$ cat src/rtl/fetch_unit.sv
// rtl/fetch_unit.sv - instruction fetch sequencer: BOOT/FETCH/EXEC with jump resolution
// Optional self-jump halt detection enabled by defining FETCH_HALT_EN.
module fetch_unit (
  input  logic       clock,
  input  logic       reset_n,
  output logic       imem_req,
  output logic [7:0] imem_addr,
  input  logic       imem_ack,
  input  logic [7:0] imem_data,
  output logic [2:0] OPCode,
  output logic [4:0] operand,
  output logic       instr_valid,
  input  logic       J,
  input  logic       JC,
  input  logic       NEQ,
  input  logic       eq,
  input  logic       stall,
  output logic [7:0] pc,
  output logic       halted
);

  typedef enum logic [1:0] {
    BOOT  = 2'd0,
    FETCH = 2'd1,
    EXEC  = 2'd2,
    HALT  = 2'd3
  } state_t;

  state_t     state;
  state_t     next_state;
  logic [7:0] pc_q;
  logic [7:0] pc_next;
  logic [7:0] ir;
  logic [7:0] ir_next;
  logic [7:0] target;
  logic       taken;

  assign target    = {3'b000, ir[4:0]};
  // J wins over JC, so J and JC together always take the jump
  assign taken     = J | (JC & (eq ^ NEQ));
  assign pc        = pc_q;
  assign imem_addr = pc_q;
  assign OPCode    = ir[7:5];
  assign operand   = ir[4:0];

  always_ff @(posedge clock or negedge reset_n) begin
    if (!reset_n) begin
      state <= BOOT;
      pc_q  <= 8'h00;
      ir    <= 8'h00;
    end else begin
      state <= next_state;
      pc_q  <= pc_next;
      ir    <= ir_next;
    end
  end

  // Outputs decode from state only, so reset drops imem_req without waiting for an edge
  always_comb begin
    next_state  = state;
    pc_next     = pc_q;
    ir_next     = ir;
    imem_req    = 1'b0;
    instr_valid = 1'b0;
    halted      = 1'b0;
    case (state)
      BOOT: begin
        next_state = FETCH;
      end
      FETCH: begin
        imem_req = 1'b1;
        if (imem_ack) begin
          ir_next    = imem_data;
          next_state = EXEC;
        end
      end
      EXEC: begin
        instr_valid = 1'b1;
        if (!stall) begin
`ifdef FETCH_HALT_EN
          if (J && (target == pc_q)) begin
            next_state = HALT;
          end else begin
            pc_next    = taken ? target : pc_q + 8'd1;
            next_state = FETCH;
          end
`else
          pc_next    = taken ? target : pc_q + 8'd1;
          next_state = FETCH;
`endif
        end
      end
      HALT: begin
`ifdef FETCH_HALT_EN
        halted     = 1'b1;
        next_state = HALT;
`else
        next_state = BOOT;
`endif
      end
      default: begin
        next_state = BOOT;
      end
    endcase
  end

endmodule

$ cat config.mk
export PLATFORM = sky130hd
export DESIGN_NAME = fetch_unit
export DESIGN_NICKNAME = d
export VERILOG_FILES = /design/src/rtl/fetch_unit.sv
export SDC_FILE = /design/constraint.sdc
export NUM_CORES = 1
export LEC_CHECK = 0
export ABC_CLOCK_PERIOD_IN_PS = 1200
export BUFFER_PORTS_ARGS = -buffer_cell sky130_fd_sc_hd__buf_4
export CORE_ASPECT_RATIO = 1.2
export CORE_MARGIN = 4
export CORE_UTILIZATION = 40
export CTS_CLUSTER_DIAMETER = 30
export DETAILED_ROUTE_END_ITERATION = 10
export PLACE_DENSITY_LB_ADDON = 0.1
export SETUP_SLACK_MARGIN = 0.1
export SYNTH_ARGS = -nofsm -noshare
export SYNTH_HDL_FRONTEND = slang
export SYNTH_SLANG_ARGS = --single-unit
$ cat constraint.sdc
create_clock -name clock -period 1.2 [get_ports clock]
set_input_delay 0.06 -clock clock [delete_from_list [all_inputs] [get_ports clock]]
set_output_delay 0.06 -clock clock [all_outputs]
set_load 0.03 [all_outputs]
==> qor.yml <==
io_buffer_count: 41
layout-drive-gt1-share_pct: 61.6
yosys.area.top_type: "dfrtp_1"
critical_path_class: "register to register"
clkSlewWorstSetupHoldPaths_ns: 0.11
cts_buffers: 3
synth.net_count: 104
min-delay-path-class: "input port to register"
clkSinkCount: 18
antenna_left: 0
final_nets: 177
clockRootBuffer: "clkbuf_4"
diodes: 0
drtPass1Iterations: 4
layout_commonest_cell: "buf_4"
synth_cell_types: 28
grt_remaining_overflow: 0
cp-start-kind: "register"
clock_latency_ns: 0.28
timing.final.ws_setup_ns: -0.126
ys_seq_area_share_pct: 47.6
area_growth_pct: 81.6
hold_violations: 0
syn_area_um2: 947
dp_slack_ns: -0.116
vias: 928
finalSetupViolCount: 14
max_freq_mhz: 754
start_util_pct: 41.5
fin_crit_ns: 1.33
fp.coreArea_um2: 2280
hpwl_um: 1840
fin_setup_tns_ns: -0.525
ys_seq_elements: 18
leakage_nw: 0.853
dieWidth_um: 52.4
critical_path_peak_fanout: 3
most-common-layout-cells: "buf_4, buf_6, dfrtp_1"
grt_pass1_vias: 956
worstReg2RegStart: "imem_addr[0]"
rr_worst_depth: 4
finClkSkew_ns: 0.00766
fillers: 168
drt_iter0_markers: 14
grt_usage_pct: 18.0
whs_ns: 0.0242
rows: 19
end_kind: "register"
routed_wl_um: 2670
cts_buffer_depth: 2
gp_congestion: 0.810
worst_ep_arrival_time_ns: 1.54
netlist.area_leader.share_pct: 47.6
grt_pass1_wl_um: 4340
hold_start: "imem_ack"
grt_start_max_net_pins: 19
cp.required_ns: 1.41
outcome: "complete, but fails checks"
cp-startpoint: "imem_addr[0]"
cts_tree: "done"
drv_slew: 0
post_drt_wl_per_cell_um: 14.1
met2WireLength_um: 1510
grt_antenna_before_repair: 0
synth_area_per_cell_um2: 10.9
dieArea_um2: 3210
yosys_warnings: 0
hold_depth: 2
viasPerCell: 4.88
finalCritPeriodShare_pct: 110
power_density_nw_per_um2: 2650
synth.area.top_cells: "dfrtp_1, mux2_2, buf_4, mux2i_1, o21ai_0"
htreeDepth: 1
ir_drop_mv: 1.58
maxCapViolations: 0
io_pins: 43
die-height_um: 61.3
wl_met3_um: 159
wirelength_met1_um: 990
netlist_instances: 87
top_layer: "met4"
rsz0062_at_grt: "yes"
violations: "setup timing"
drc: 0
final_util_pct: 75.4
==> worst max-delay path, stage by stage, from the launching register on <==
cell,delay (ns)
dfrtp_2,0.42
and4_4,0.23
nand4_1,0.11
or4_1,0.42
o21ai_1,0.08
==> worst paths after layout <==
kind / end / slack (ns)
max reg2reg: imem_addr[7] / -0.13
min in group asynchronous: imem_addr[3] / 0.16
min: state[0] / 0.02
max: imem_addr[7] / -0.13
min reg2reg: ir[5] / 0.53
max in group asynchronous: imem_addr[2] / 0.82
==> kinds of logic (layout without fill, tap and decap cells) <==
logic type      Yosys count  count (layout)  synth area share, %
mux                      13              13                 14.8
flops                    18              18                 47.6
simple gates             18              19                 11.6
compound gates           20              20                 13.1
buf+inv                  15              86                 10.3
xor+xnor                  1               1                0.925
fa+ha+maj                 1               1                 1.32
other cells               1               1                0.396
==> routing by layer <==
layer / vias up / GRT usage, %
met3: 2 / 3.63
met4: 0 / 3.28
met1: 441 / 22.2
li1: 450 / -
met5: - / 0
met2: 35 / 32.8
==> report_power, final <==
part	internal [mW]	leakage, nW	total (mW)	switching [mW]
clock	0.129	0.0150	0.309	0.180
sequential	0.901	0.211	1.16	0.263
combinational	1.53	0.627	3.09	1.55
==> per-stage QoR <==
step	instance area (um^2)	total power, mW	instances
after floorplan	986	2.71	87
after global placement	1400	3.66	168
after detailed placement	1400	3.70	168
after CTS	1640	4.40	187
after global routing	1720	4.84	190
final	1720	4.56	190
==> cells in the mapped netlist, drive strengths merged <==
cell type,instances
dfrtp,18
buf,10
mux2,8
o21ai,8
nand2,6
a21oi,5
inv,5
mux2i,5
a21o,2
a22oi,2
nand3,2
nand4,2
nor2b,2
a221oi,1
and2b,1
and3,1
and4,1
conb,1
ha,1
nand2b,1
nor4,1
o21bai,1
o22a,1
or4,1
xor2,1
==> cell type report <==
type,instances,area [um^2],area share [%]
Sequential cell,18,455,26.5
Inverter,5,18.8,1.09
Tap cell,31,38.8,2.25
Multi-Input combinational cell,55,498,28.9
Clock buffer,4,26.3,1.53
Timing Repair Buffer,77,683,39.7
==> state kept, by name, indices dropped and copies added (netlist names) <==
| signal | cells |
|---|---|
| imem_addr | 8 |
| ir | 8 |
| state | 2 |
==> timing repair <==
item / CTS / global route
pin swaps: 6 / 6
setup endpoints to repair: 24 / 33
setup buffers: 6 / 4
gates cloned: 1 / 0
hold buffers: 9 / 0
resized for setup: 27 / 16
endpoints found under the hold margin: 26 / 0
No activity file was read; power rests on OpenSTA's default activity.
